File: src/rtl/register_bank_multi_nco_if.sv
`default_nettype none
// ============================================================================
// Module      : register_bank_multi_nco_if
// Description : Byte-wide register bus between the I2C slave byte engine and
//               the NCO register bank.
//               master : drives addr / dataIn / writeEn, receives dataOut
//               slave  : receives addr / dataIn / writeEn, drives dataOut
// Revision    : 1.0 - initial release
// ============================================================================
interface register_bank_multi_nco_if;
  logic [7:0] addr;     // register address
  logic [7:0] dataIn;   // write data
  logic       writeEn;  // write strobe, one write per high cycle
  logic [7:0] dataOut;  // registered read data (1-cycle latency)

  modport master (output addr, output dataIn, output writeEn, input dataOut);
  modport slave  (input addr, input dataIn, input writeEn, output dataOut);
endinterface
`default_nettype wire

File: src/rtl/register_bank_multi_nco.sv
`default_nettype none
// ============================================================================
// Module      : register_bank_multi_nco
// Description : Register file holding NUM_CH NCO phase words (WORD_BYTES bytes
//               each, committed atomically on the LSB byte write), NUM_CTRL
//               8-bit control registers with update strobes and a read-only
//               pending-status register.
// Ports       : clk, rst_n      - clock, asynchronous active-low reset
//               bus (slave)     - addr / dataIn / writeEn in, dataOut out
//               sync_tick       - commit boundary (SYNC_COMMIT_EN builds only)
//               phase_words     - committed phase words, channel c at [c*W +: W]
//               phase_update    - one-cycle pulse per committed channel
//               ctrl_regs       - control registers, register k at [k*8 +: 8]
//               ctrl_update     - one-cycle pulse per written control register
// Options     : `define SYNC_COMMIT_EN to hold LSB-completed words pending
//               until sync_tick so several channels retune coherently.
// Revision    : 1.0 - initial release
// ============================================================================
module register_bank_multi_nco #(
  parameter int NUM_CH     = 2,
  parameter int WORD_BYTES = 4,
  parameter int NUM_CTRL   = 4
) (
  input  wire logic                           clk,
  input  wire logic                           rst_n,
  register_bank_multi_nco_if.slave            bus,
  input  wire logic                           sync_tick,
  output logic [NUM_CH*WORD_BYTES*8-1:0]      phase_words,
  output logic [NUM_CH-1:0]                   phase_update,
  output logic [NUM_CTRL*8-1:0]               ctrl_regs,
  output logic [NUM_CTRL-1:0]                 ctrl_update
);

  localparam int         W           = WORD_BYTES * 8;
  localparam int         SW          = W - 8;  // staged upper bytes per channel
  localparam logic [7:0] CTRL_BASE   = 8'(NUM_CH * WORD_BYTES);
  localparam logic [7:0] STATUS_ADDR = 8'(NUM_CH * WORD_BYTES + NUM_CTRL);

  generate
    if ((NUM_CH * WORD_BYTES + NUM_CTRL + 1 > 256) || (WORD_BYTES < 2) ||
        (NUM_CH < 1) || (NUM_CTRL < 1)) begin : g_cfg_error
      $error("register_bank_multi_nco: address map does not fit 8-bit space");
    end
  endgenerate

  logic [NUM_CH-1:0][SW-1:0]  stage_q, stage_d;
  logic [NUM_CH-1:0][W-1:0]   phase_q, phase_d;
  logic [NUM_CTRL-1:0][7:0]   ctrl_q, ctrl_d;
  logic [NUM_CH-1:0]          phase_upd_q, phase_upd_d;
  logic [NUM_CTRL-1:0]        ctrl_upd_q, ctrl_upd_d;
  logic [7:0]                 data_q, data_d;
  logic [7:0]                 status_w;

`ifdef SYNC_COMMIT_EN
  logic [NUM_CH-1:0][W-1:0]   pend_word_q, pend_word_d;
  logic [NUM_CH-1:0]          pend_q, pend_d;

  generate
    if (NUM_CH >= 8) begin : g_status_wide
      assign status_w = pend_q[7:0];
    end else begin : g_status_narrow
      assign status_w = {{(8 - NUM_CH){1'b0}}, pend_q};
    end
  endgenerate
`else
  logic unused_sync_tick;
  assign unused_sync_tick = sync_tick;
  assign status_w         = 8'h00;
`endif

  always_comb begin
    stage_d     = stage_q;
    phase_d     = phase_q;
    ctrl_d      = ctrl_q;
    phase_upd_d = '0;
    ctrl_upd_d  = '0;
    data_d      = 8'h00;
`ifdef SYNC_COMMIT_EN
    pend_word_d = pend_word_q;
    pend_d      = pend_q;
`endif

    // Read mux: phase bytes return the committed word, byte 0 is the MSB.
    for (int c = 0; c < NUM_CH; c++) begin
      for (int b = 0; b < WORD_BYTES; b++) begin
        if (bus.addr == 8'(c * WORD_BYTES + b)) begin
          data_d = phase_q[c][W-1-8*b -: 8];
        end
      end
    end
    for (int k = 0; k < NUM_CTRL; k++) begin
      if (bus.addr == CTRL_BASE + 8'(k)) begin
        data_d = ctrl_q[k];
      end
    end
    if (bus.addr == STATUS_ADDR) begin
      data_d = status_w;
    end

`ifdef SYNC_COMMIT_EN
    // Tick is evaluated before the write so that an LSB write in the same
    // cycle commits the older pending word and leaves the new one pending.
    if (sync_tick) begin
      for (int c = 0; c < NUM_CH; c++) begin
        if (pend_q[c]) begin
          phase_d[c]     = pend_word_q[c];
          pend_d[c]      = 1'b0;
          phase_upd_d[c] = 1'b1;
        end
      end
    end
`endif

    if (bus.writeEn) begin
      for (int c = 0; c < NUM_CH; c++) begin
        for (int b = 0; b < WORD_BYTES - 1; b++) begin
          if (bus.addr == 8'(c * WORD_BYTES + b)) begin
            stage_d[c][SW-1-8*b -: 8] = bus.dataIn;
          end
        end
        // Staging is left intact so an LSB-only rewrite reuses the upper bytes.
        if (bus.addr == 8'(c * WORD_BYTES + WORD_BYTES - 1)) begin
`ifdef SYNC_COMMIT_EN
          pend_word_d[c] = {stage_q[c], bus.dataIn};
          pend_d[c]      = 1'b1;
`else
          phase_d[c]     = {stage_q[c], bus.dataIn};
          phase_upd_d[c] = 1'b1;
`endif
        end
      end
      for (int k = 0; k < NUM_CTRL; k++) begin
        if (bus.addr == CTRL_BASE + 8'(k)) begin
          ctrl_d[k]     = bus.dataIn;
          ctrl_upd_d[k] = 1'b1;
        end
      end
    end
  end

  always_ff @(posedge clk or negedge rst_n) begin
    if (!rst_n) begin
      stage_q     <= '0;
      phase_q     <= '0;
      ctrl_q      <= '0;
      phase_upd_q <= '0;
      ctrl_upd_q  <= '0;
      data_q      <= 8'h00;
`ifdef SYNC_COMMIT_EN
      pend_word_q <= '0;
      pend_q      <= '0;
`endif
    end else begin
      stage_q     <= stage_d;
      phase_q     <= phase_d;
      ctrl_q      <= ctrl_d;
      phase_upd_q <= phase_upd_d;
      ctrl_upd_q  <= ctrl_upd_d;
      data_q      <= data_d;
`ifdef SYNC_COMMIT_EN
      pend_word_q <= pend_word_d;
      pend_q      <= pend_d;
`endif
    end
  end

  assign bus.dataOut  = data_q;
  assign phase_words  = phase_q;
  assign phase_update = phase_upd_q;
  assign ctrl_regs    = ctrl_q;
  assign ctrl_update  = ctrl_upd_q;

endmodule
`default_nettype wire

File: src/flat_wrapper.sv
// flat-port wrapper written by rule: the top's interface ports become plain ports
module register_bank_multi_nco_flat 
#(
  parameter int NUM_CH     = 2,
  parameter int WORD_BYTES = 4,
  parameter int NUM_CTRL   = 4
)
  (clk, rst_n, sync_tick, phase_words, phase_update, ctrl_regs, ctrl_update, bus_addr, bus_dataIn, bus_writeEn, bus_dataOut);
  register_bank_multi_nco_if bus_i ();
  input  wire logic clk;
  input  wire logic rst_n;
  input  wire logic sync_tick;
  output logic [NUM_CH*WORD_BYTES*8-1:0] phase_words;
  output logic [NUM_CH-1:0] phase_update;
  output logic [NUM_CTRL*8-1:0] ctrl_regs;
  output logic [NUM_CTRL-1:0] ctrl_update;
  input wire logic [$bits(bus_i.addr)-1:0] bus_addr;
  input wire logic [$bits(bus_i.dataIn)-1:0] bus_dataIn;
  input wire logic [$bits(bus_i.writeEn)-1:0] bus_writeEn;
  output wire logic [$bits(bus_i.dataOut)-1:0] bus_dataOut;
  assign bus_i.addr = bus_addr;
  assign bus_i.dataIn = bus_dataIn;
  assign bus_i.writeEn = bus_writeEn;
  assign bus_dataOut = bus_i.dataOut;
  register_bank_multi_nco #(.NUM_CH(NUM_CH), .WORD_BYTES(WORD_BYTES), .NUM_CTRL(NUM_CTRL)) u_core (.clk(clk), .rst_n(rst_n), .bus(bus_i), .sync_tick(sync_tick), .phase_words(phase_words), .phase_update(phase_update), .ctrl_regs(ctrl_regs), .ctrl_update(ctrl_update));
endmodule
File: config.mk
export PLATFORM = sky130hd
export DESIGN_NAME = register_bank_multi_nco_flat
export DESIGN_NICKNAME = d
export VERILOG_FILES = /design/src/rtl/register_bank_multi_nco_if.sv /design/src/rtl/register_bank_multi_nco.sv /design/src/flat_wrapper.sv
export SDC_FILE = /design/constraint.sdc
export NUM_CORES = 1
export LEC_CHECK = 0
export CORE_ASPECT_RATIO = 1.25
export CORE_MARGIN = 5
export CORE_UTILIZATION = 52
export CTS_CLUSTER_DIAMETER = 100
export DETAILED_ROUTE_END_ITERATION = 16
export GPL_ROUTABILITY_DRIVEN = 0
export PLACE_DENSITY_LB_ADDON = 0.25
export SLEW_MARGIN = 10
export SYNTH_ARGS = -nofsm -noshare
export SYNTH_HDL_FRONTEND = slang
export SYNTH_SLANG_ARGS = --single-unit
File: constraint.sdc
create_clock -name clk -period 1.7 [get_ports clk]
set_clock_uncertainty 0.1 [all_clocks]
set_input_delay 0.255 -clock clk [delete_from_list [all_inputs] [get_ports clk]]
set_output_delay 0.255 -clock clk [all_outputs]
set_load 0.1 [all_outputs]
Word-level counts from Yosys, hierarchy flattened
Index checks and enable logic that the tools add are counted.

word-level totals
  register bits = 158
  word-level logic and storage cells = 61

cells by class
  equality and inequality tests = 12
  mux-type cells = 21
  reduce and logical (&&, ||, !) cells = 13

operators by type and width
  cell                  count
  $mux W8               13
  $eq A8 B4 Y1 const B  5
  $eq A8 B3 Y1 const B  4
  $reduce_and A2 Y1     12
  $eq A8 B2 Y1 const B  2
  $eq A8 B1 Y1 const B  1
  $logic_not A8 Y1      1
  $mux W1               6
  $mux W4               1
  $mux W2               1

Logic depth before layout (Yosys ltp)
Gate-level depths: netlist of the first run.

  word-level depth = 14
  mapped depth = 9
  mapped depth without buffers = 5

Least setup slack after synthesis of the first run
OpenSTA, ideal clock, no wires.

  path kind = register -> register
  start = reg u_core.phase_q (netlist bit u_core.phase_words[34])
  end = reg u_core.data_q[2] (netlist: u_core.bus.dataOut[2])
  arrival = 1.807 ns
  data required time = 1.481 ns
  setup slack = -0.326 ns
  cell stages (with the launch flop) = 5
  path buffers = 0
  clock period less this slack = 2.026 ns
  cell sequence = dfrtp_1 -> mux4_2 -> a221oi_1 -> o21ai_0 -> and2_1

on the way
  longest elaborated chain between the ends = 6

ends and longest elaborated chain
  what                        RTL line                        text
  start, declared             register_bank_multi_nco.sv:47   logic [NUM_CH-1:0][W-1:0] phase_q, phase_d;
  start signal, assigned      register_bank_multi_nco.sv:155  phase_q <= phase_d;
  $mux W8                     register_bank_multi_nco.sv:86   if (bus.addr == 8'(c * WORD_BYTES + b)) begin
  $mux W8 (4 in series)       register_bank_multi_nco.sv:92   if (bus.addr == CTRL_BASE + 8'(k)) begin
  $mux W8                     register_bank_multi_nco.sv:96   if (bus.addr == STATUS_ADDR) begin
  named net u_core.data_d[2]  register_bank_multi_nco.sv:51   logic [7:0] data_q, data_d;
  end signal, assigned        register_bank_multi_nco.sv:159  data_q <= data_d;
  end, declared               register_bank_multi_nco.sv:51

The timed path passes the listed nets, and every way through them passes these cells.
A chain may end at the register's enable or synchronous reset.

Worst setup path after layout of the first run
  start = in bus_addr[4]
  end = reg u_core.data_q[6] (netlist: u_core.bus.dataOut[6])

on the way
  longest elaborated chain between the ends = 14
  elaborated cells on any way between the ends = 26
  those cells by class = eq/ne: 12; mux: 13; reduce/logical: 1

ends and longest elaborated chain
  what                        RTL line                       text
  start, declared             flat_wrapper.sv:17             input wire logic [$bits(bus_i.addr)-1:0] bus_addr;
  $logic_not A8 Y1            register_bank_multi_nco.sv:86
  $mux W8 (8 in series)       register_bank_multi_nco.sv:86
  $mux W8 (4 in series)       register_bank_multi_nco.sv:92
  $mux W8 (*)                 register_bank_multi_nco.sv:96
  named net u_core.data_d[6]  register_bank_multi_nco.sv:51

The timed path passes the listed nets; every way through them passes the cells marked *.

==> results.sh, run 1 <==
export IMPL_leakage_uw=0.005415
export IMPL_clkTransAtPathRegs_ns=0.06
export IMPL_arrival_ns=2.16
export IMPL_required_ns=1.94
export IMPL_cts_htree_levels=4
export IMPL_critPathLaunchType="input port"
export IMPL_rsz0062_at_grt="yes"
export IMPL_ys_types=48
export IMPL_endpoint_kind="register"
export IMPL_synth_ff_latch_count=158
export IMPL_via_per_inst=6.461
export IMPL_ios=130
export IMPL_dpl_hpwl_um=15330
export IMPL_grt_pass1_wl_um=39590
export IMPL_synth_largest_area_cell="dfrtp_1"
export IMPL_vias=5737
export IMPL_root_buffer="clkbuf_16"
export IMPL_path_max_fanout=6
export IMPL_rows=47
export IMPL_ys_seq_area_share_pct=56.51
export IMPL_grt_start_max_net_pins=46
export IMPL_clock_latency_ns=0.43
export IMPL_slew_headroom_pct=63.02
export IMPL_io_buffers=128
export IMPL_yosysWarnings=0
export IMPL_clockBufferDepth=2
export IMPL_drcViolationCount=0
export IMPL_worst_pin_slew_ns=0.5546
export IMPL_synthesis_nets=505
export IMPL_area_delta_synth_final_pct=62.25
export IMPL_status="finished, violations left"
export IMPL_period_minus_slack_ns=1.913
export IMPL_first_pass_iters=6
export IMPL_holdCritPathClass="in -> async"
export IMPL_post_place_ws_ns=-0.8860
export IMPL_timing_final_ws_setup_ns=-0.2132
export IMPL_ir_drop_mv=0.7965
export IMPL_hold_violations=0
export IMPL_grt_usage_pct=33.56
export IMPL_powerDensity_nw_per_um2=795.4
export IMPL_finalCritPeriodShare_pct=112.5
export IMPL_final_max_slew_viol_count=0
export IMPL_violations="setup timing"
export IMPL_die_h_um=139.7
export IMPL_routed_wl_um=27420
export IMPL_ant_nets=0
export IMPL_power_total_uw=9029
export IMPL_ys_flop_type="dfrtp_1"
export IMPL_cts_sinks=158
export IMPL_final_common_cell="dfrtp_1"
export IMPL_synthArstFlopShare_pct=100.0
export IMPL_overflow=0
export IMPL_finalSetupViolations=104
export IMPL_grt_pass1_vias=6240
export IMPL_dieWidth_um=113.8
export IMPL_path_class="in -> reg"
export IMPL_antenna_cells=0
export IMPL_wl_per_cell_um=30.88
export IMPL_synth_cell_area_um2=6997
export IMPL_synthTopCellsByArea="dfrtp_1 57%, mux2_2 20%, mux2_4 6.2%, mux4_2 1.6%, o21ai_0 1.2%"
export IMPL_nNetsFinal=724
export IMPL_final_cell_mix="144 x dfrtp_1, 123 x buf_12, 85 x mux2_4"
export IMPL_cts_tree="yes"
export IMPL_fp_dieArea_um2=15890
export IMPL_synth_top_area_share_pct=56.51
export IMPL_coreArea_um2=13230
export IMPL_start_util_pct=52.88
export IMPL_drt_iter0_markers=693
export IMPL_layout_drive_gt1_share_pct=62.90
export IMPL_cts_buffers=17
export IMPL_drv_cap=0
export IMPL_synthCells=485
export IMPL_max_freq_mhz=522.7
export IMPL_synth_edf_count=0
export IMPL_antenna_found_initial=0
export IMPL_synth_area_per_cell_um2=14.43
[worst paths after layout]
check,depth (start not counted),slack [ns],endpoint,startpoint
worst min-delay path,2,0.23,u_core.stage_q[29],rst_n
worst max-delay path,10,-0.21,u_core.bus.dataOut[6],bus_addr[4]
max in group asynchronous,3,0.61,u_core.ctrl_regs[16],rst_n
worst min register to register,1,0.42,u_core.stage_q[15],u_core.stage_q[15]
worst max register to register,4,-0.09,u_core.bus.dataOut[2],u_core.phase_words[42]
min in group clk,4,0.28,u_core.bus.dataOut[4],bus_addr[6]
[metal layers]
layer	global-route usage, %	up-vias	share of wire [%]
li1	-	2211	-
met1	40.28	2904	35
met2	53.96	466	48
met3	10.90	156	9.7
met4	16.96	0	6.9
met5	0	-	0
[timing repair]
item                                   4_1_cts  5_1_grt
cloned                                       4        2
endpoints found under the hold margin       38        0
setup endpoints to repair                  155      137
setup buffers                               11        3
hold buffers                                 1        0
pin swaps                                   12        7
gates resized for setup                     87       21
[report_power, final]
part	internal (µW)	switching (µW)
registers	3880	138
clock network	2010	1550
logic	556	901
total	6440	2590
[metrics by stage]
stage,area (µm²),std cells,hold WS [ns],setup TNS [ns],utilization [%]
final,11350,888,0.2263,-10.21,85.80
after global routing,11350,888,0.2754,-9.805,85.80
after CTS,11270,885,0.2431,-5.122,85.15
after detailed placement,10260,837,0.1155,-118.82,77.52
after global placement,10260,837,0.1155,-107.04,77.52
after floorplan,7097,485,-0.1406,-30.90,-
[layout make-up]
type | count | area [µm²]
tap | 171 | 214.0
fill | 555 | 1879
sequential | 158 | 3971
clock buffer | 22 | 444.2
timing repair buffer | 233 | 3426
inverter | 9 | 36.28
multi-input combinational | 285 | 3168
clock inverter | 10 | 92.59
[flip-flops by register name, indices dropped and copies added, names as in the netlist]
signal / count
u_core.phase_words: 64
u_core.ctrl_regs: 32
u_core.phase_update: 2
u_core.ctrl_update: 4
u_core.stage_q: 48
u_core.bus.dataOut: 8
[critical path, stage by stage]
cell and delay [ns]:
buf_6 0.09, or4_4 0.61, nor2_8 0.14, buf_4 0.13
buf_6 0.09, buf_4 0.11, buf_4 0.14, o221a_2 0.28
o21ai_2 0.11, a22oi_2 0.18
[kinds of logic (layout without fill, tap and decap cells)]
kind of cell	after synthesis	in the layout	synth area share [%]
flip-flops	158	158	56.51
multiplexers	169	169	29.42
buffers and inverters	42	274	2.933
AO/OA/AOI/OAI	64	64	5.991
AND/OR/NAND/NOR	52	52	5.151
[cells in the mapped netlist (2+ instances only)]
library cell / count
dfrtp_1: 158
mux2_2: 126
mux2_4: 29
o21ai_0: 17
a21oi_1: 15
clkbuf_1: 15
buf_2: 11
nand3_1: 9
a22oi_1: 8
inv_1: 8
mux2i_1: 8
o221ai_1: 8
nand2_1: 7
and2_1: 6
mux4_2: 5
nor2_1: 5
a211oi_1: 4
nor3_1: 4
and3_1: 3
buf_4: 3
buf_6: 3
a2111oi_0: 2
a31oi_1: 2
nand2b_1: 2
nand3_2: 2
nor2_2: 2
nor3_4: 2
(Power assumes the default switching activity.)
==> run 2: changes to the inputs <==
--- a/config.mk
+++ b/config.mk
@@ -10,4 +10,5 @@
 export CORE_UTILIZATION = 52
 export CTS_CLUSTER_DIAMETER = 100
+export CTS_CLUSTER_SIZE = 8
 export DETAILED_ROUTE_END_ITERATION = 16
 export GPL_ROUTABILITY_DRIVEN = 0
==> constraint.sdc (replaced) <==
create_clock -name clk -period 1.7 [get_ports clk]
set_clock_uncertainty 0.1 [all_clocks]
set_input_delay 0.17 -clock clk [delete_from_list [all_inputs] [get_ports clk]]
set_output_delay 0.17 -clock clk [all_outputs]
set_load 0.1 [all_outputs]
==> run 2 against run 1 <==
- the flow still finishes with violations (setup timing)
- core utilization grew 2.4 points
- sequential share of layout area is 0.74 points lower
- sequential cell count is the same
- die area unchanged
- final area grew 2.8%
- critical path type unchanged
- largest cell class unchanged
- highest routed layer unchanged
==> results.sh, run 2 (synthesis gave the netlist of run 1 again) <==
export IMPL_powerDensity_nw_per_um2=798.8
export IMPL_finalCritPeriodShare_pct=112.2
export IMPL_grt_usage_pct=34.35
export IMPL_p_switching_uw=2788
export IMPL_fp_dieArea_um2=15890
export IMPL_p_comb_share_pct=16.1
export IMPL_cts_buffers=17
export IMPL_final_common_cell="dfrtp_1"
export IMPL_root_buffer="clkbuf_16"
export IMPL_endpoint_kind="register"
export IMPL_holdCritPathClass="in -> async"
export IMPL_routed_wl_um=28920
export IMPL_final_cell_mix="131 x dfrtp_1, 128 x buf_12, 93 x mux2_4"
export IMPL_period_minus_slack_ns=1.908
export IMPL_wl_met1_um=9653
export IMPL_antenna_cells=0
export IMPL_finalSetupViolations=122
export IMPL_wl_per_cell_um=32.53
export IMPL_nNetsFinal=725
export IMPL_vias=5975
export IMPL_seq_power_share_pct=43.1
export IMPL_cp_common_cell="o21ai_0"
export IMPL_final_max_slew_viol_count=0
export IMPL_grt_pass1_wl_um=40540
export IMPL_grt_pass1_vias=6373
export IMPL_dpl_hpwl_um=15700
export IMPL_drt_iter0_markers=674
export IMPL_worst_path_largest_cell_delay_ns=0.45
export IMPL_required_ns=1.89
export IMPL_leakage_uw=0.005487
export IMPL_stdcell_count=889
export IMPL_dpl_cell_count=834
export IMPL_switching_share_pct=29.91
export IMPL_clock_latency_ns=0.44
export IMPL_rsz0062_at_grt="yes"
export IMPL_first_pass_iters=8
export IMPL_rows=47
export IMPL_start_util_pct=52.88
export IMPL_crit_chain="clkdlybuf4s50_1 -> buf_12 -> buf_4 -> o21a_1 -> a311oi_1 -> o21ai_0 -> o21ai_0 -> a32oi_1"
export IMPL_worst_pin_slew_ns=0.6975
export IMPL_post_place_ws_ns=-0.7532
export IMPL_wl_met2_um=14350
export IMPL_overflow=0
export IMPL_path_max_fanout=9
export IMPL_hold_violations=0
export IMPL_dr_wl_met3_um=2657
export IMPL_antenna_found_initial=0
export IMPL_pwr_share_clk_pct=40.8
export IMPL_nFillCells=495
export IMPL_dr_max_layer_used="met4"
export IMPL_cts_tree="yes"
export IMPL_via_per_inst=6.721
export IMPL_largest_register_ffs=64
export IMPL_violations="setup timing"
export IMPL_cts_htree_levels=4
export IMPL_ant_nets=0
export IMPL_drcViolationCount=0
export IMPL_area_delta_synth_final_pct=66.76
export IMPL_coreArea_um2=13230
export IMPL_place_area_um2=10300
export IMPL_ios=130
export IMPL_cts_sinks=158
export IMPL_internal_power_uw=6533
export IMPL_grt_start_max_net_pins=42
export IMPL_fin_area_um2=11670
export IMPL_arrival_ns=2.10
export IMPL_io_buffers=128
export IMPL_critPathLaunchType="input port"
export IMPL_status="finished, violations left"
export IMPL_slew_headroom_pct=53.35
export IMPL_path_class="in -> reg"
export IMPL_ir_drop_mv=0.6075
export IMPL_dieWidth_um=113.8
export IMPL_drv_cap=0
export IMPL_max_freq_mhz=524.1
export IMPL_power_total_uw=9320
export IMPL_clockBufferDepth=2
export IMPL_layout_drive_gt1_share_pct=67.55
export IMPL_die_h_um=139.7
export IMPL_slowest_stage="clkdlybuf4s50_1"
export IMPL_fin_util_pct=88.18
export IMPL_timing_final_ws_setup_ns=-0.2080
export IMPL_clkTransAtPathRegs_ns=0.06
-- run 2: cell count changes in the layout (fill, tap and decap cells not counted), sizes merged --
cell,change
buf,+2
inv,+4
clkbuf,-4
clkdlybuf4s50,+2
clkdlybuf4s15,-1
dlygate4sd2,-2
-- run 2: path summary, 6_finish.rpt --
path                                              from                endpoint  slack [ns]  cells past startpoint
worst max register to register  u_core.phase_words[41]   u_core.bus.dataOut[1]       -0.11                      5
min in group clk                           bus_addr[6]   u_core.bus.dataOut[2]        0.15                      4
max in group asynchronous                        rst_n  u_core.phase_words[30]        0.76                      3
worst min register to register      u_core.stage_q[43]  u_core.phase_words[59]        0.41                      1
worst min-delay path                             rst_n     u_core.ctrl_regs[5]        0.12                      2
worst max-delay path                       bus_addr[2]   u_core.bus.dataOut[7]       -0.21                      8
-- run 2: timing repair --
item | 4_1_cts | 5_1_grt
hold buffers | 1 | 0
resized for setup | 81 | 58
hold endpoints to repair | 158 | 0
setup endpoints to repair | 152 | 129
pin swaps | 11 | 19
setup buffers | 12 | 6
gates cloned | 6 | 0
-- run 2: power by group through the flow --
stage | clock network (µW) | logic [µW] | registers (µW)
3_3_place_gp | 0 | 1320 | 4050
2_1_floorplan | 0 | 286 | 4460
4_1_cts | 3690 | 1400 | 4000
3_5_place_dp | 0 | 1350 | 4070
5_1_grt | 3930 | 1540 | 4020
6_report | 3800 | 1500 | 4020
-- run 2: layout make-up --
class / count / area [µm²] / share of cell area (%)
multi-input combinational: 285 / 3303 / 28.31
clock buffer: 18 / 439.2 / 3.764
clock inverter: 14 / 133.9 / 1.147
sequential: 158 / 3995 / 34.24
timing repair buffer: 234 / 3546 / 30.39
tap: 171 / 214.0 / 1.834
inverter: 9 / 36.28 / 0.3110
-- run 2: layer usage --
layer / track usage (%) / up-vias
met4: 20.19 / 0
met1: 39.60 / 3035
met5: 0 / -
li1: - / 2220
met3: 8.120 / 188
met2: 57.74 / 532
-- run 2: critical path: cells and delay by family --
family | cells | cell delay (ns)
compound gates | 5 | 1.11
buf+inv | 3 | 0.82
-- run 2: metrics by stage --
stage / setup TNS, ns / hold slack (ns)
6_report: -8.006 / 0.1240
5_1_grt: -9.357 / 0.1722
4_1_cts: -5.636 / 0.1126
3_5_place_dp: -97.91 / 0.02353
3_3_place_gp: -93.31 / 0.02285
2_1_floorplan: -20.49 / -0.2256
